==> config.mk <==
export PLATFORM = sky130hd
export DESIGN_NAME = cfg_reg_write_arbiter
export DESIGN_NICKNAME = d
export VERILOG_FILES = /design/src/rtl/cfg_arb_pkg.sv /design/src/rtl/rr_arbiter.sv /design/src/rtl/cfg_reg_write_arbiter.sv
export SDC_FILE = /design/constraint.sdc
export NUM_CORES = 1
export LEC_CHECK = 0
export CORE_ASPECT_RATIO = 1.2
export CORE_UTILIZATION = 45
export DETAILED_ROUTE_END_ITERATION = 6
export PLACE_DENSITY_LB_ADDON = 0.05
export SLEW_MARGIN = 15
export SYNTH_ARGS = -nofsm -noshare
export SYNTH_HDL_FRONTEND = slang
export SYNTH_SLANG_ARGS = --single-unit
==> constraint.sdc <==
create_clock -name CLK -period 2.17 [get_ports CLK]
set_input_delay 0.217 -clock CLK [delete_from_list [all_inputs] [get_ports CLK]]
set_output_delay 0.217 -clock CLK [all_outputs]
set_load 0.01 [all_outputs]
==> src/rtl/cfg_arb_pkg.sv <==
// cfg_arb_pkg: FSM state type and sizing helpers shared by the config register write arbiter
package cfg_arb_pkg;
  typedef enum logic {IDLE = 1'b0, WRITE = 1'b1} state_e;
  function automatic int aw_f(input int n);
    return (n > 2) ? $clog2(n) : 1;
  endfunction
  function automatic int lock_idx_f(input int nregs);
    return nregs - 1;
  endfunction
endpackage

==> src/rtl/rr_arbiter.sv <==
// rr_arbiter: combinational round-robin pick, first set request at or above ptr_i with wraparound
module rr_arbiter #(
  parameter int N  = 2,
  parameter int IW = 1
) (
  input  logic [N-1:0]  req_i,
  input  logic [IW-1:0] ptr_i,
  output logic [N-1:0]  gnt_o,
  output logic [IW-1:0] idx_o
);
  // Walk offsets from farthest to nearest so the nearest request overwrites the rest
  always_comb begin
    gnt_o = '0;
    idx_o = '0;
    for (int i = N - 1; i >= 0; i--) begin
      if (((req_i >> ((int'(ptr_i) + i) % N)) & N'(1)) != '0) begin
        gnt_o = N'(1) << ((int'(ptr_i) + i) % N);
        idx_o = IW'((int'(ptr_i) + i) % N);
      end
    end
  end
endmodule

==> src/rtl/cfg_reg_write_arbiter.sv <==
// cfg_reg_write_arbiter: round-robin shared write port into a config register bank.
// Define CFG_ARB_LOCK_EN to make the top register a lock mask and add the sticky lock_err output.
module cfg_reg_write_arbiter
  import cfg_arb_pkg::*;
#(
  parameter int                     NREQ  = 2,
  parameter int                     NREGS = 4,
  parameter int                     WIDTH = 8,
  parameter logic [NREGS*WIDTH-1:0] INIT  = '0,
  localparam int                    AW    = aw_f(NREGS),
  localparam int                    IW    = aw_f(NREQ)
) (
  input  logic                   CLK,
  input  logic                   RST,
  input  logic [NREQ-1:0]        req_valid,
  input  logic [NREQ*AW-1:0]     req_addr,
  input  logic [NREQ*WIDTH-1:0]  req_data,
  output logic [NREQ-1:0]        req_ack,
  input  logic [AW-1:0]          rd_addr,
  output logic [WIDTH-1:0]       rd_data,
  output logic [NREGS*WIDTH-1:0] cfg_q,
  output logic                   busy
`ifdef CFG_ARB_LOCK_EN
  ,
  output logic                   lock_err
`endif
);
  localparam int LOCK = lock_idx_f(NREGS);
  state_e            state_q;
  logic [IW-1:0]     rr_ptr_q, rr_ptr_d, stg_idx_q, gnt_idx;
  logic [AW-1:0]     stg_addr_q;
  logic [WIDTH-1:0]  stg_data_q;
  logic [NREQ-1:0]   gnt;
  logic              wr_block;
  // The requester being acked this cycle still shows its old valid, so keep it out of the race
  rr_arbiter #(.N(NREQ), .IW(IW)) u_rr (
    .req_i (req_valid & ~req_ack),
    .ptr_i (rr_ptr_q),
    .gnt_o (gnt),
    .idx_o (gnt_idx)
  );
  assign rr_ptr_d = (int'(stg_idx_q) == NREQ - 1) ? '0 : stg_idx_q + IW'(1);
  assign rd_data  = cfg_q[int'(rd_addr)*WIDTH +: WIDTH];
  assign busy     = state_q == WRITE;
`ifdef CFG_ARB_LOCK_EN
  assign wr_block = (stg_addr_q != AW'(LOCK)) &&
                    ((cfg_q[LOCK*WIDTH +: WIDTH] & (WIDTH'(1) << stg_addr_q)) != '0);
`else
  assign wr_block = 1'b0;
`endif
  always_ff @(posedge CLK) begin
    if (RST) begin
      state_q    <= IDLE;
      rr_ptr_q   <= '0;
      stg_idx_q  <= '0;
      stg_addr_q <= '0;
      stg_data_q <= '0;
      cfg_q      <= INIT;
      req_ack    <= '0;
`ifdef CFG_ARB_LOCK_EN
      lock_err   <= 1'b0;
`endif
    end else if (state_q == IDLE) begin
      req_ack <= '0;
      if (|gnt) begin
        state_q    <= WRITE;
        stg_idx_q  <= gnt_idx;
        stg_addr_q <= req_addr[int'(gnt_idx)*AW +: AW];
        stg_data_q <= req_data[int'(gnt_idx)*WIDTH +: WIDTH];
      end
    end else begin
      state_q  <= IDLE;
      rr_ptr_q <= rr_ptr_d;
      req_ack  <= NREQ'(1) << stg_idx_q;
      if (!wr_block)
        cfg_q[int'(stg_addr_q)*WIDTH +: WIDTH] <= stg_data_q;
`ifdef CFG_ARB_LOCK_EN
      if (wr_block)
        lock_err <= 1'b1;
`endif
    end
  end
endmodule

-- After elaboration in Yosys (flattened, before gate mapping)
Cells that the tools add are included.
Widths: inputs -> output; s select.
- add/sub/neg operators: 3
- shifts and indexed selects: 10
- muxes and demuxes: 7
- bitwise logic cells: 4
- reduce and logical (&&, ||, !) cells: 4
- operator list (operator ; count):
    $neg 5->33 ; 1
    $shift 8x33->32 const A ; 1
    $shiftx 8x33->32 ; 1
    $bwmux 32 ; 1
    $shiftx 32x6->8 ; 1
    $shl 1x32->2 const A ; 1
    $shr 2x32->1 ; 1
    $shiftx 16x5->8 ; 1
    $reduce_or 2->1 ; 3
    $mux 1 ; 4
    $mux 2 ; 2
    $shiftx 4x3->2 ; 1
    $shl 1x1->2 const A ; 2
    $add 1x1->1 const B ; 2
    $and 2x2->2 ; 1
    $not 2->2 ; 1
    $reduce_and 2->1 ; 1
    $shr 2x1->1 ; 1
    $and 1x1->1 const A ; 1
    $not 1->1 ; 1
- flip-flop bits (word level): 47
- input bits: 26
- output and inout bits: 43

-- Depth between registers and ports, before layout
- depth after elaboration: 7
- depth in mapped cells: 7
- depth with buffers taken out: 6

-- By module
A second synthesis with hierarchy kept.
- cell total of the unflattened synthesis: 196
- area, all modules: 2035.7 µm²
- by module, submodules not included (module ; times used ; cells an instance ; area an instance (µm²) ; sequential area each (µm²)):
    cfg_reg_write_arbiter ; 1 ; 192 ; 2009.4 ; 940.9
    rr_arbiter ; 1 ; 4 ; 26.3 ; 0.0

-- Worst setup path before layout
Ideal clock, no wire load.
- path type: register to register
- start: register stg_addr_q[0]
- end: register cfg_q[16]
- setup time: 0.066 ns
- data arrival time: 1.717 ns
- required time: 2.104 ns
- setup slack: 0.387 ns
- stages on the path, launching flop included: 8
- path buffers: 1
- clock period less this slack: 1.783 ns
- cells stage by stage: dfxtp_1 clkbuf_2 inv_1 ha_1 nand3b_2 nor4b_4 a22oi_1 nor2_1
- word-level cells in the longest chain between the ends: 3
- RTL lines (item ; RTL line ; text):
    start: declaration ; cfg_reg_write_arbiter.sv:31 ; logic [AW-1:0] stg_addr_q;
    start signal: assignment ; cfg_reg_write_arbiter.sv:68 ; stg_addr_q <= req_addr[int'(gnt_idx)*AW +: AW];
    $neg 5->33 * ; cfg_reg_write_arbiter.sv:76 ; cfg_q[int'(stg_addr_q)*WIDTH +: WIDTH] <= stg_data_q;
    $shiftx 8x33->32 / $shift 8x33->32 (equally long branches) ; cfg_reg_write_arbiter.sv:76 ;
    $bwmux 32 * ; cfg_reg_write_arbiter.sv:76 ;
    end signal: indexed assignment ; cfg_reg_write_arbiter.sv:76 ;
    end: declaration ; cfg_reg_write_arbiter.sv:21 ; output logic [NREGS*WIDTH-1:0] cfg_q,
Every way passes the cells marked *; elsewhere a longest branch is shown, timed or not.
A chain may end at the register's enable or synchronous reset.

-- Worst setup path after layout
- start: input rd_addr[0]
- end: output rd_data[5]
- word-level cells in the longest chain between the ends: 1
- RTL lines (item ; RTL line ; text):
    start: declaration ; cfg_reg_write_arbiter.sv:19 ; input logic [AW-1:0] rd_addr,
    $shiftx 32x6->8 ; cfg_reg_write_arbiter.sv:43 ; assign rd_data = cfg_q[int'(rd_addr)*WIDTH +: WIDTH];
    end: declaration ; cfg_reg_write_arbiter.sv:20 ; output logic [WIDTH-1:0] rd_data,
Every way passes these cells.

==> results by group <==
Status
  – Status: complete, no violations

Worst setup path
  – Reg2reg start: stg_addr_q[1]
  – Setup CP Type: primary input to output port
  – CP max-delay cell: clkdlybuf4s50_1
  – CP max FO: 8
  – Most used cell, CP: clkdlybuf4s50_1
  – Critical Path, Cell by Cell: clkdlybuf4s50_1 > buf_12 > mux4_2 > clkdlybuf4s50_1
  – Setup crit start: rd_addr[0]
  – Critical path startpoint category: primary input
  – CP peak stage delay: 0.51 ns
  – Crit. End Element: output port
  – CP Data Required Time: 1.95 ns
  – Critical R2R Capture: cfg_q[20]
  – Crit path arrival time: 1.88 ns
  – Family with the most delay on the worst path: buffers and inverters
  – Worst Reg-to-Reg Cells: 6
  – Worst setup endpoint: rd_data[5]
  – CP Buf/Inv Count: 3
  – Critical path depth in cells: 4
  – R2R setup slack: 0.29 ns

Placed design
  – Routability cong.: 0.774
  – Number of port buffers: 68
  – DP HPWL: 3350 microns

Pwr
  – Switch Pwr: 0.463 mW
  – Logic gate share of total power: 14.7%
  – Internal: 1.28 mW
  – Switching fraction of total power: 26.6%
  – Pwr dens: 607 mW/mm^2
  – Reg power frac: 53.2%
  – LEAKAGE: 1.03 nW
  – Clock network fraction of design power: 32.1%
  – Max VDD drop: 0.429 mV

Global routing
  – Vias in the first global route: 1,570
  – Layer with the highest usage: met2
  – Largest net degree at the start of global routing: 48
  – Initial antenna violation count: 0
  – M2 GR Usage: 35.5%
  – All-Layer GR Usage: 21.4%
  – GRT Residual Overflow: 0
  – Met3 Use GR: 4.19%
  – First-pass GRT wire length: 7680 microns
  – GRT met1 Usage: 27.7%

Floorplan
  – Die span in y: 75.3 microns
  – # rows: 26
  – Die footprint: 0.00475 sq mm
  – Die Wd: 63.1 microns
  – Initial Util: 47.3%
  – Core ar.: 0.00426 sq mm
  – IO Pins: 69

Cells and area
  – Share of layout cells above drive strength 1: 11.4%
  – Diodes inserted: 0
  – Net count reported at finish: 303
  – Final Util: 67.4%
  – Layout area overhead: 42.5%

Synthesis
  – Synth cell types: 25
  – Synth area leaders: dfxtp_1, a22oi_1, mux4_2
  – #FFs+latches synth: 47
  – Avg Inst Size Synth: 9.92 sq um
  – Mapped Cells: 203
  – Yosys warnings: 0
  – EDFF count, synth: 0
  – Netlist Area Pre-Place: 0.00201 sq mm
  – Register area share after synthesis: 46.7%
  – Asr flop ratio synth: 0%
  – Yosys top cell by area: dfxtp_1
  – Synth Flop Type: dfxtp_1
  – Syn nets: 234
  – Yosys top cell area share: 46.7%

Clocking
  – H-tree depth: 2
  – Worst-Skew Late Latency: 0.30 ns
  – # hold bufs at CTS: 0
  – Number of CTS-inserted buffers: 5
  – Cts repair resizes: 0
  – Clock sinks: 47
  – CTS tree: yes
  – Clock transition at path regs: 0.08 ns
  – Clk buf depth: 2
  – Postcts setup bufs: 0
  – CTS Root Cell: clkbuf_8

Detailed routing
  – Initial drt markers: 171
  – DRT Pass-1 Iters: 4
  – Routed WL per cell: 14.3 microns
  – DRC errors left: 0
  – Vias: 1,769
  – Routed Antenna Nets: 0
  – Final wirelength: 4690 microns
  – Via-per-instance ratio: 5.38

STA
  – Minimum hold slack: 0.425 ns
  – Finish-stage setup viols: 0
  – Worst slew pin tran: 0.571 ns
  – Setup TNS: 0 ns
  – Peak Freq: 476 MHz
  – RSZ-0062 raised after global routing: no
  – Final hold viol count: 0
  – Final worst-path cycle share: 96.8%
  – Max_slew headroom: 61.8%
  – Post-route clock skew: 0.00968 ns
  – Max-slew violation count: 0
  – Crit path time final: 2.10 ns

Job
  – Max capacitance violation total: 0

Worst hold path
  – Hold Crit Class: flop to flop
==> sequential cells by signal, summed over array words and instances, names as in the netlist <==
| register | count |
|---|---|
| busy | 1 |
| stg_idx_q | 1 |
| cfg_q | 32 |
| req_ack | 2 |
| rr_ptr_q | 1 |
| stg_addr_q | 2 |
| stg_data_q | 8 |
==> synthesized netlist by cell type (all sizes together) (2+ instances only) <==
library cell	n
nor3b	2
dfxtp	47
clkbuf	7
nand2b	2
nor2	45
buf	6
a22oi	32
ha	5
nand2	26
mux4	8
a311oi	10
nor4b	3
inv	3
==> placed cells by master (no fill, tap or decap), drive strengths merged <==
cell type,synthesis,final
clkdlybuf4s50,0,68
nand2,26,26
dfxtp,47,47
nor4b,3,3
clkinv,0,1
nor2b,1,1
buf,6,7
nand3b,1,1
nand2b,2,2
a22oi,32,32
o22a,1,1
o21ba,1,1
o21bai,1,1
a21oi,1,1
ha,5,5
clkbuf,7,6
inv,3,3
nor3b,2,2
nor2,45,45
mux4,8,8
mux2i,1,1
a311oi,10,10
clkinvlp,0,1
==> metal layers <==
layer  vias up  routed length (microns)
met4         0                       67
met5         -                        0
met1       817                     2100
li1        869                        -
met3         5                      296
met2        78                     2220
==> power groups by stage <==
stage	Clock, mW	Combinational [mW]	Sequential (mW)
after floorplan	0	0.158	0.940
after global placement	0	0.254	0.946
after detailed placement	0	0.256	0.947
after CTS	0.568	0.257	0.927
after global routing	0.609	0.280	0.933
final	0.559	0.255	0.927
==> stage by stage <==
step / cells / area, sq um / setup WS, ns / power (mW)
5_1_grt: 329 / 2870 / 0.00692 / 1.82
4_1_cts: 329 / 2870 / 0.0615 / 1.75
6_report: 329 / 2870 / 0.0699 / 1.74
3_5_place_dp: 321 / 2770 / 0.0662 / 1.20
2_1_floorplan: 203 / 2010 / 0.387 / 1.10
3_3_place_gp: 321 / 2770 / 0.102 / 1.20
==> layout make-up <==
class                           count  area (sq um)
Timing Repair Buffer               75           746
Clock buffer                        6          82.6
Multi-Input combinational cell    140          1000
Fill cell                         348          1390
Clock inverter                      2          16.3
Sequential cell                    47           941
Tap cell                           56          70.1
Inverter                            3          11.3
==> worst min-delay path by stage <==
stage | end | slack, ns | start | cells after the start
finish | req_ack[0] | 0.43 | stg_idx_q | 1
global placement | req_ack[0] | 0.41 | stg_idx_q | 1
detailed placement | req_ack[0] | 0.42 | stg_idx_q | 1
floorplan | stg_data_q[0] | 0.38 | req_data[0] | 2
global route | req_ack[0] | 0.45 | stg_idx_q | 1
CTS | req_ack[0] | 0.43 | stg_idx_q | 1
==> logic make-up (layout without fill, tap and decap cells) <==
kind of cell | after synthesis | after routing | synth area share [%]
buffers and inverters | 16 | 86 | 3.48
multiplexers | 9 | 9 | 9.44
AO/OA/AOI/OAI | 46 | 46 | 18.0
flip-flops | 47 | 47 | 46.7
adder cells (fa/ha/maj) | 5 | 5 | 3.11
AND/OR/NAND/NOR | 80 | 80 | 19.3
No activity file was read; power rests on OpenSTA's default activity.
==> RTL change: new RTL, same flow settings <==
`NREQ`: 2 -> 1.
--- a/src/rtl/cfg_reg_write_arbiter.sv
+++ b/src/rtl/cfg_reg_write_arbiter.sv
@@ -3,7 +3,7 @@
 module cfg_reg_write_arbiter
   import cfg_arb_pkg::*;
 #(
-  parameter int                     NREQ  = 2,
+  parameter int                     NREQ  = 1,
   parameter int                     NREGS = 4,
   parameter int                     WIDTH = 8,
   parameter logic [NREGS*WIDTH-1:0] INIT  = '0,
Interface: changed (resized req_ack, req_addr, req_data and req_valid); port bits go from 69 to 57. The function was not compared with the original's and may differ.
==> RTL change against the original RTL <==
- hold slack better by 0.053 ns
- design area is 10% lower
- power is 14% lower
- wire length is 0.94% lower
- clock skew is 0.0029 ns lower
- synthesized area is 6.4% lower
- setup slack better by 0.025 ns
- sequential power is 9.9% lower
- sequential cell count is 3 lower
- synthesized cell count is 27% lower
- critical path type unchanged
- largest power group unchanged
- highest routed layer unchanged
==> RTL change: results (changes against the original RTL) <==
* Synth top area cells: dfxtp_1 47%, a32o_1 17%, mux4_2 9.6%
* Distinct cells, synth at 22 (-12%)
* Sequential share of the synthesized area at 46.7% (about the same)
* Worst endpoint data arrival time at 1.86 ns (-0.02 ns)
* F_max at 0.482 GHz (+1.2%)
* Layout cells sized above 1 at 17.4% (+6.0 points)
* Cells after synthesis at 149 (-27%)
* Worst R2R End: cfg_q[6]
* Worst-path fanout max at 5 (-3)
* Worst Hold Class: in -> reg
* Fin cells at 261 (-21%)
* Top cells by count, synth: 44 x dfxtp_1, 32 x a32o_1, 20 x nor2b_1
* WHS Endpoint: stg_addr_q[0]
* R2r worst-path depth at 4 (-2)
* Net count, final at 227 (-25%)
* Port Buffers at 56 (-18%)
* GRT Total Usage at 23.3% (+1.9 points)
* GRT met3 Usage at 4.96% (+0.77 points)
* Routed wire length per instance at 17.8 um (+25%)
* Largest net degree at the start of global routing at 21 (-56%)
* Gpl congestion at 0.774 (about the same)
* Slowest stage delay, CP at 0.49 ns (-0.02 ns)
* Status: finished, final reports clean
* DP Worst Slack at 0.105 ns (+0.0393 ns)
* Via count at 1502 (-15%)
* Hold path depth at 3 (+2)
* Fin Clk Skew at 0.00681 ns (-0.00287 ns)
* Grt met2 use at 40.6% (+5.1 points)
* Hold path startpoint: req_addr[0]
* Leakage at 0.000925 uW (-9.9%)
* Dpl hpwl at 3440 um (+2.7%)
* Met3 WL post-DR at 258 um (-13%)
* Initial DRC count at 83 (-51%)
* Hold Slack at 0.478 ns (+0.0529 ns)
* Worst ir drop on vdd at 0.331 mV (-23%)
* Mapped Nets at 169 (-28%)
[RTL change: cell count changes after synthesis, sizes merged, moves of 6 or more]
cell and change:
a311oi -10, clkbuf -6, nor2b +19, a32o +32
buf +6, nand2 -26, a22oi -32, mux2 +8
nor2 -44
[RTL change: final cells by class]
class | instances | area (um2)
tap | 54 | 67.6
clock inverter | 1 | 5.00
sequential | 44 | 881
clock buffer | 6 | 72.6
timing repair buffer | 64 | 621
fill | 341 | 1400
inverter | 2 | 7.51
multi-input combinational | 90 | 922
[RTL change: cells by family after synthesis]
kind of cell             count (synthesis)  share of synthesized area (%)
AO/OA/AOI/OAI                           36                           18.8
adder cells (fa/ha/maj)                  5                           3.32
buffers and inverters                   15                           4.38
flip-flops                              44                           46.7
multiplexers                            18                           15.4
AND/OR/NAND/NOR                         31                           11.3
[RTL change: power by group]
part / internal, uW / leakage (uW) / switching, uW
Sequential: 823 / 0.000356 / 11.7
Clock: 219 / 0.0000410 / 273
Combinational: 83.6 / 0.000528 / 85.9
Total: 1130 / 0.000925 / 370
